$ cat config.mk
export PLATFORM = sky130hd
export DESIGN_NAME = cfg_task_sequencer_flat
export DESIGN_NICKNAME = d
export VERILOG_FILES = /design/src/rtl/cfg_task_sequencer_if.sv /design/src/rtl/cfg_task_sequencer.sv /design/src/flat_wrapper.sv
export SDC_FILE = /design/constraint.sdc
export NUM_CORES = 1
export LEC_CHECK = 0
export CAP_MARGIN = 40
export CORE_ASPECT_RATIO = 1.2
export CORE_UTILIZATION = 40
export CTS_BUF_LIST = sky130_fd_sc_hd__clkbuf_4
export DETAILED_ROUTE_END_ITERATION = 12
export PLACE_DENSITY = 0.74
export SYNTH_ARGS = -nofsm -noshare
export SYNTH_HDL_FRONTEND = slang
export SYNTH_SLANG_ARGS = --single-unit
$ cat constraint.sdc
create_clock -name clk -period 3.5 [get_ports clk]
set_input_delay 0.525 -clock clk [delete_from_list [all_inputs] [get_ports clk]]
set_output_delay 0.525 -clock clk [all_outputs]
set_load 0.01 [all_outputs]
$ cat src/rtl/cfg_task_sequencer_if.sv
// ---------------------------------------------------------------------------
// cfg_task_sequencer_if
// Bus bundle between the task sequencer and its environment.
//   Read port     : rd_req/rd_addr (out), rd_gnt (in); one rd_valid/rd_data
//                   beat returns for every granted request.
//   Register port : reg_wr_en/reg_wr_addr/reg_wr_data, one word per cycle.
//   Accelerator   : task_start kick pulse (out), task_done completion (in).
// master = sequencer side, slave = memory/accelerator side.
// ---------------------------------------------------------------------------
interface cfg_task_sequencer_if #(
    parameter int ADDR_W = 32
) ();
    logic              rd_req;
    logic [ADDR_W-1:0] rd_addr;
    logic              rd_gnt;
    logic              rd_valid;
    logic [31:0]       rd_data;
    logic              reg_wr_en;
    logic [7:0]        reg_wr_addr;
    logic [31:0]       reg_wr_data;
    logic              task_start;
    logic              task_done;

    modport master (
        output rd_req, rd_addr, reg_wr_en, reg_wr_addr, reg_wr_data, task_start,
        input  rd_gnt, rd_valid, rd_data, task_done
    );

    modport slave (
        input  rd_req, rd_addr, reg_wr_en, reg_wr_addr, reg_wr_data, task_start,
        output rd_gnt, rd_valid, rd_data, task_done
    );
endinterface

$ cat src/rtl/cfg_task_sequencer.sv
// ---------------------------------------------------------------------------
// cfg_task_sequencer
// Walks a descriptor table of task_num tasks, each REGS_PER_TASK 32-bit
// words. Every word is read from memory and written to the accelerator
// register file; after the last word of a task the accelerator is kicked
// and the sequencer waits for its completion before the next task.
//
// Ports
//   clk, rst_n      : clock, asynchronous active-low reset
//   seq_start       : launch pulse, honoured only when idle
//   cfg_base_addr   : descriptor table byte base, sampled on launch
//   task_num        : number of tasks (0 = none), sampled on launch
//   bus (master)    : read port, register write port, task_start/task_done
//   busy            : sequence in progress
//   seq_done        : one-cycle end-of-sequence pulse
//   task_idx        : index of the task being processed
//   err             : sticky watchdog error
//
// Build option
//   CFG_SEQ_WATCHDOG_EN : when defined, a 24-bit watchdog aborts a task
//   whose completion never arrives and sets err. When undefined, no
//   counter exists, err is tied low and the wait is unbounded.
// ---------------------------------------------------------------------------
module cfg_task_sequencer #(
    parameter int REGS_PER_TASK = 32,
    parameter int ADDR_W        = 32
) (
    input  logic                 clk,
    input  logic                 rst_n,
    input  logic                 seq_start,
    input  logic [ADDR_W-1:0]    cfg_base_addr,
    input  logic [15:0]          task_num,
    cfg_task_sequencer_if.master bus,
    output logic                 busy,
    output logic                 seq_done,
    output logic [15:0]          task_idx,
    output logic                 err
);

    typedef enum logic [2:0] {
        ST_IDLE,
        ST_REQ,
        ST_DATA,
        ST_WR,
        ST_KICK,
        ST_WAIT,
        ST_NEXT
    } state_t;

    localparam logic [7:0]        LAST_WORD  = 8'(REGS_PER_TASK - 1);
    localparam logic [ADDR_W-1:0] WORD_BYTES = ADDR_W'(4);

    state_t            state_q;
    logic [ADDR_W-1:0] addr_q;
    logic [7:0]        word_q;
    logic [15:0]       idx_q;
    logic [15:0]       num_q;
    logic [31:0]       data_q;
    logic              rd_req_q;
    logic              wr_en_q;
    logic              task_start_q;
    logic              busy_q;
    logic              seq_done_q;
    logic              last_task;

`ifdef CFG_SEQ_WATCHDOG_EN
    logic [23:0]       wd_q;
    logic              err_q;
`endif

    assign last_task = (idx_q == num_q - 16'd1);

    // addr_q is a running byte pointer: it starts at the base and steps by
    // one word after every register write. Task boundaries are contiguous,
    // so it always equals base + (task_idx*REGS_PER_TASK + w)*4 with natural
    // wrap at 2^ADDR_W, without a multiplier.
    always_ff @(posedge clk or negedge rst_n) begin
        if (!rst_n) begin
            state_q      <= ST_IDLE;
            addr_q       <= '0;
            word_q       <= '0;
            idx_q        <= '0;
            num_q        <= '0;
            data_q       <= '0;
            rd_req_q     <= 1'b0;
            wr_en_q      <= 1'b0;
            task_start_q <= 1'b0;
            busy_q       <= 1'b0;
            seq_done_q   <= 1'b0;
`ifdef CFG_SEQ_WATCHDOG_EN
            wd_q         <= '0;
            err_q        <= 1'b0;
`endif
        end else begin
            wr_en_q      <= 1'b0;
            task_start_q <= 1'b0;
            seq_done_q   <= 1'b0;
`ifdef CFG_SEQ_WATCHDOG_EN
            if (state_q == ST_WAIT) wd_q <= wd_q + 24'd1;
            else                    wd_q <= '0;
`endif
            case (state_q)
                ST_IDLE: begin
                    if (seq_start) begin
                        num_q  <= task_num;
                        idx_q  <= '0;
                        word_q <= '0;
                        addr_q <= cfg_base_addr;
`ifdef CFG_SEQ_WATCHDOG_EN
                        err_q  <= 1'b0;
`endif
                        if (task_num != 16'd0) begin
                            state_q  <= ST_REQ;
                            rd_req_q <= 1'b1;
                            busy_q   <= 1'b1;
                        end else begin
                            seq_done_q <= 1'b1;
                        end
                    end
                end
                ST_REQ: begin
                    if (bus.rd_gnt) begin
                        rd_req_q <= 1'b0;
                        state_q  <= ST_DATA;
                    end
                end
                ST_DATA: begin
                    if (bus.rd_valid) begin
                        data_q  <= bus.rd_data;
                        wr_en_q <= 1'b1;
                        state_q <= ST_WR;
                    end
                end
                ST_WR: begin
                    addr_q <= addr_q + WORD_BYTES;
                    if (word_q == LAST_WORD) begin
                        task_start_q <= 1'b1;
                        state_q      <= ST_KICK;
                    end else begin
                        word_q   <= word_q + 8'd1;
                        rd_req_q <= 1'b1;
                        state_q  <= ST_REQ;
                    end
                end
                ST_KICK: begin
                    state_q <= ST_WAIT;
                end
                ST_WAIT: begin
                    if (bus.task_done) begin
                        // seq_done is raised here so it is visible during NEXT
                        seq_done_q <= last_task;
                        state_q    <= ST_NEXT;
                    end
`ifdef CFG_SEQ_WATCHDOG_EN
                    else if (wd_q == 24'hFF_FFFF) begin
                        err_q      <= 1'b1;
                        seq_done_q <= 1'b1;
                        busy_q     <= 1'b0;
                        state_q    <= ST_IDLE;
                    end
`endif
                end
                ST_NEXT: begin
                    if (last_task) begin
                        busy_q  <= 1'b0;
                        state_q <= ST_IDLE;
                    end else begin
                        idx_q    <= idx_q + 16'd1;
                        word_q   <= '0;
                        rd_req_q <= 1'b1;
                        state_q  <= ST_REQ;
                    end
                end
                default: begin
                    rd_req_q <= 1'b0;
                    busy_q   <= 1'b0;
                    state_q  <= ST_IDLE;
                end
            endcase
        end
    end

    assign bus.rd_req      = rd_req_q;
    assign bus.rd_addr     = addr_q;
    assign bus.reg_wr_en   = wr_en_q;
    assign bus.reg_wr_addr = word_q;
    assign bus.reg_wr_data = data_q;
    assign bus.task_start  = task_start_q;
    assign busy            = busy_q;
    assign seq_done        = seq_done_q;
    assign task_idx        = idx_q;

`ifdef CFG_SEQ_WATCHDOG_EN
    assign err = err_q;
`else
    assign err = 1'b0;
`endif

endmodule

$ cat src/flat_wrapper.sv
// flat-port wrapper written by rule: the top's interface ports become plain ports
module cfg_task_sequencer_flat 
#(
    parameter int REGS_PER_TASK = 32,
    parameter int ADDR_W        = 32
)
  (clk, rst_n, seq_start, cfg_base_addr, task_num, busy, seq_done, task_idx, err, bus_rd_req, bus_rd_addr, bus_reg_wr_en, bus_reg_wr_addr, bus_reg_wr_data, bus_task_start, bus_rd_gnt, bus_rd_valid, bus_rd_data, bus_task_done);
  cfg_task_sequencer_if #(.ADDR_W(ADDR_W)) bus_i ();
  input  logic clk;
  input  logic rst_n;
  input  logic seq_start;
  input  logic [ADDR_W-1:0] cfg_base_addr;
  input  logic [15:0] task_num;
  output logic busy;
  output logic seq_done;
  output logic [15:0] task_idx;
  output logic err;
  output wire logic [$bits(bus_i.rd_req)-1:0] bus_rd_req;
  output wire logic [$bits(bus_i.rd_addr)-1:0] bus_rd_addr;
  output wire logic [$bits(bus_i.reg_wr_en)-1:0] bus_reg_wr_en;
  output wire logic [$bits(bus_i.reg_wr_addr)-1:0] bus_reg_wr_addr;
  output wire logic [$bits(bus_i.reg_wr_data)-1:0] bus_reg_wr_data;
  output wire logic [$bits(bus_i.task_start)-1:0] bus_task_start;
  input wire logic [$bits(bus_i.rd_gnt)-1:0] bus_rd_gnt;
  input wire logic [$bits(bus_i.rd_valid)-1:0] bus_rd_valid;
  input wire logic [$bits(bus_i.rd_data)-1:0] bus_rd_data;
  input wire logic [$bits(bus_i.task_done)-1:0] bus_task_done;
  assign bus_rd_req = bus_i.rd_req;
  assign bus_rd_addr = bus_i.rd_addr;
  assign bus_reg_wr_en = bus_i.reg_wr_en;
  assign bus_reg_wr_addr = bus_i.reg_wr_addr;
  assign bus_reg_wr_data = bus_i.reg_wr_data;
  assign bus_task_start = bus_i.task_start;
  assign bus_i.rd_gnt = bus_rd_gnt;
  assign bus_i.rd_valid = bus_rd_valid;
  assign bus_i.rd_data = bus_rd_data;
  assign bus_i.task_done = bus_task_done;
  cfg_task_sequencer #(.REGS_PER_TASK(REGS_PER_TASK), .ADDR_W(ADDR_W)) u_core (.clk(clk), .rst_n(rst_n), .seq_start(seq_start), .cfg_base_addr(cfg_base_addr), .task_num(task_num), .bus(bus_i), .busy(busy), .seq_done(seq_done), .task_idx(task_idx), .err(err));
endmodule
==> results_dict.tcl <==
set metrics [dict create \
    synthFlopType "dfrtp_1" \
    slew_headroom_pct 48.3 \
    cts_resized 0 \
    worst_pin_slew_ns 0.774 \
    fin_crit_ns 3.21 \
    vias_per_cell 5.62 \
    synth_seq_cells 112 \
    syn-instance-count 640 \
    port_buffers 178 \
    cts_tree "done" \
    drive_above_1_share_pct 10.4 \
    drt-pass1-iter-count 5 \
    synth.avg_cell_area_um2 9.45 \
    power.density_nw_per_um2 714 \
    ys_seq_area_share_pct 46.3 \
    critPathArrivalTime_ns 3.65 \
    crit_type "reg -> reg" \
    tns_ns 0 \
    reg2reg_to "u_core.task_idx[0]" \
    coreArea_um2 14600 \
    area_delta_synth_final_pct 33.9 \
    yosysWarnings 0 \
    drt_iter0_drc 367 \
    post-route-cell-area_um2 8100 \
    die_area_um2 15600 \
    cts_buffers 9 \
    max_freq_mhz 311 \
    path_clk_slew_ns 0.18 \
    clk_path_buf_depth 2 \
    fin_crit_sh_pct 91.7 \
    overflow 0 \
    finalMaxSlewViolations 0 \
    initial_core_util_pct 41.5 \
    synth_area_um2 6050 \
    antenna_found_initial 1 \
    placed_area_um2 7960 \
    setup_viol 0 \
    worstSkewPairLatency_ns 0.50 \
    power_leakage_nw 3.21 \
    async_reset_ff_share_pct 100 \
    fin_util_pct 55.5 \
    cts-root-buf "clkbuf_4" \
    io_pins 180 \
    clock_skew_ns 0.0118 \
    outcome "finished clean" \
    hold_buffers 0 \
    ir_worst_vdd_uv 491 \
    reg2reg_depth 9 \
    drc_errors 0 \
    worst_slack_ns 0.289 \
    syn_nets 730 \
    cap_violations 0 \
    cts_sinks 112 \
    gp_congestion 0.917 \
    rows 48 \
    synthDistinctLibCells 66 \
    grt_pass1_vias 5720 \
    wl_mm 17.8 \
    startpoint_type "register" \
    cp_max_fo 30 \
    grt_pass1_wl_mm 28.8 \
    r2r_setup_slack_ns 0.29 \
    ant_nets 0 \
    cts-htree-levels 3 \
    required_ns 3.94 \
    hold_violations 0 \
    die_w_um 114 \
    rsz0062_at_grt "no" \
    synth_enable_flop_cells 0 \
    hold_class "in -> async" \
    grt_use_total_pct 23.8 \
    vias 5651 \
    r2r-start "u_core.num_q[0]" \
    end_kind "register" \
    hpwl_mm 13.0 \
    final_net_count 890 \
    routedWlPerCell_um 17.7 \
    cts_setup_buffers 0 \
    die_h_um 137 \
    grt_max_degree 113 \
    dp_slack_ns 0.377 \
]
==> placed cells by master, fill, tap and decap left out, types with 12 or more instances in the layout <==
cell type	n
mux2_2	32
nand3_1	23
nand2_1	97
nor3_1	17
dfrtp_1	112
o21ai_0	29
a21oi_1	21
and3_1	15
clkdlybuf4s50_1	177
xor2_1	12
nor2_1	50
nand4_1	16
or3_1	23
==> synth_stat cells (3+ instances only) <==
| cell | count | area share, % |
|---|---|---|
| nor4_2 | 3 | 0.62 |
| nand4_1 | 16 | 1.7 |
| o21ai_0 | 29 | 2.4 |
| nand3_1 | 23 | 1.9 |
| a21oi_1 | 21 | 1.7 |
| nor2_1 | 50 | 3.1 |
| nand2b_1 | 4 | 0.41 |
| buf_6 | 4 | 0.74 |
| or4_1 | 5 | 0.62 |
| nor3_1 | 17 | 1.4 |
| xnor2_1 | 11 | 1.6 |
| ha_1 | 4 | 0.83 |
| buf_2 | 3 | 0.25 |
| o21ai_1 | 3 | 0.25 |
| a221o_1 | 3 | 0.50 |
| nand2_1 | 97 | 6.0 |
| xor2_1 | 12 | 1.7 |
| nor4_1 | 8 | 0.83 |
| o31ai_1 | 5 | 0.62 |
| o21ai_2 | 6 | 0.87 |
| a41oi_1 | 3 | 0.43 |
| o22ai_1 | 9 | 0.93 |
| or4_4 | 4 | 0.74 |
| o311ai_0 | 6 | 0.87 |
| a21oi_2 | 7 | 1.0 |
| and3_1 | 15 | 1.6 |
| a31oi_1 | 6 | 0.62 |
| inv_1 | 11 | 0.68 |
| a211oi_1 | 10 | 1.2 |
| mux2_2 | 32 | 6.0 |
| and2_1 | 4 | 0.41 |
| o211ai_1 | 8 | 0.99 |
| clkbuf_1 | 28 | 1.7 |
| or3_1 | 23 | 2.4 |
| dfrtp_1 | 112 | 46 |
==> registers in the layout, indices dropped and copies added, names as in the netlist <==
name	flops
u_core.bus.rd_addr	32
u_core.bus.reg_wr_data	32
u_core.num_q	16
u_core.task_idx	16
u_core.bus.reg_wr_addr	8
u_core.state_q	3
u_core.bus.rd_req	1
u_core.bus.reg_wr_en	1
u_core.bus.task_start	1
u_core.busy	1
u_core.seq_done	1
==> worst max-delay path by stage <==
| stage | from | to | slack, ns | cells after the start |
|---|---|---|---|---|
| 2_1_floorplan | u_core.num_q[0] | u_core.task_idx[4] | 0.86 | 10 |
| 3_3_place_gp | u_core.num_q[0] | u_core.task_idx[0] | 0.52 | 9 |
| 3_5_place_dp | u_core.num_q[0] | u_core.task_idx[0] | 0.38 | 9 |
| 4_1_cts | u_core.num_q[0] | u_core.task_idx[0] | 0.34 | 9 |
| 5_1_grt | u_core.num_q[0] | u_core.task_idx[0] | 0.01 | 9 |
| 6_report | u_core.num_q[0] | u_core.task_idx[0] | 0.29 | 9 |
==> worst max-delay path, cell delays in order, from the launching register on <==
cell and delay, ns:
dfrtp_1 0.50, inv_1 0.10, ha_1 0.24, or4b_1 0.52, o21ai_0 0.19, o311ai_0 0.18, a2111oi_1 0.48, and4bb_4 0.57
o21ai_2 0.18, mux2i_1 0.18
==> per-stage QoR <==
stage | hold WS (ns) | std cells | power, W
finish | 0.0499 | 1006 | 0.00578
global route | 0.0783 | 1006 | 0.00620
CTS | 0.0908 | 1005 | 0.00581
detailed placement | 0.471 | 989 | 0.00513
global placement | 0.457 | 989 | 0.00505
floorplan | 0.229 | 640 | 0.00380
==> per-layer routing <==
layer | global-route usage (%) | vias to the layer above | routed length (um) | share of wire, %
met5 | 0 | - | 0 | 0
met4 | 9.38 | 0 | 511 | 2.9
met3 | 8.33 | 41 | 1570 | 8.8
met2 | 41.3 | 233 | 8750 | 49
met1 | 26.7 | 2714 | 6980 | 39
li1 | - | 2663 | - | -
==> final cells by class <==
class | count | area [um^2]
timing repair buffer | 186 | 1850
sequential | 112 | 2800
clock inverter | 7 | 71.3
fill | 1315 | 6490
tap | 200 | 250
clock buffer | 9 | 67.6
multi-input combinational | 480 | 3010
inverter | 11 | 41.3
antenna | 1 | 2.50
==> logic make-up after synthesis <==
logic type	after synthesis	synth area share (%)
compound gates	133	15.1
buf+inv	48	3.87
flops	112	46.3
fa+ha+maj	4	0.827
mux	34	6.29
xor+xnor	23	3.33
other cells	1	0.0620
simple gates	285	24.2
==> power by group <==
part | switching [W] | leakage (nW) | internal [W] | total, W
Clock | 0.000493 | 0.0762 | 0.000168 | 0.000661
Sequential | 0.000563 | 1.38 | 0.00176 | 0.00233
Combinational | 0.00134 | 1.75 | 0.00146 | 0.00279
Total | 0.00239 | 3.21 | 0.00339 | 0.00578
Note: power is estimated with default switching activity, not from simulation.
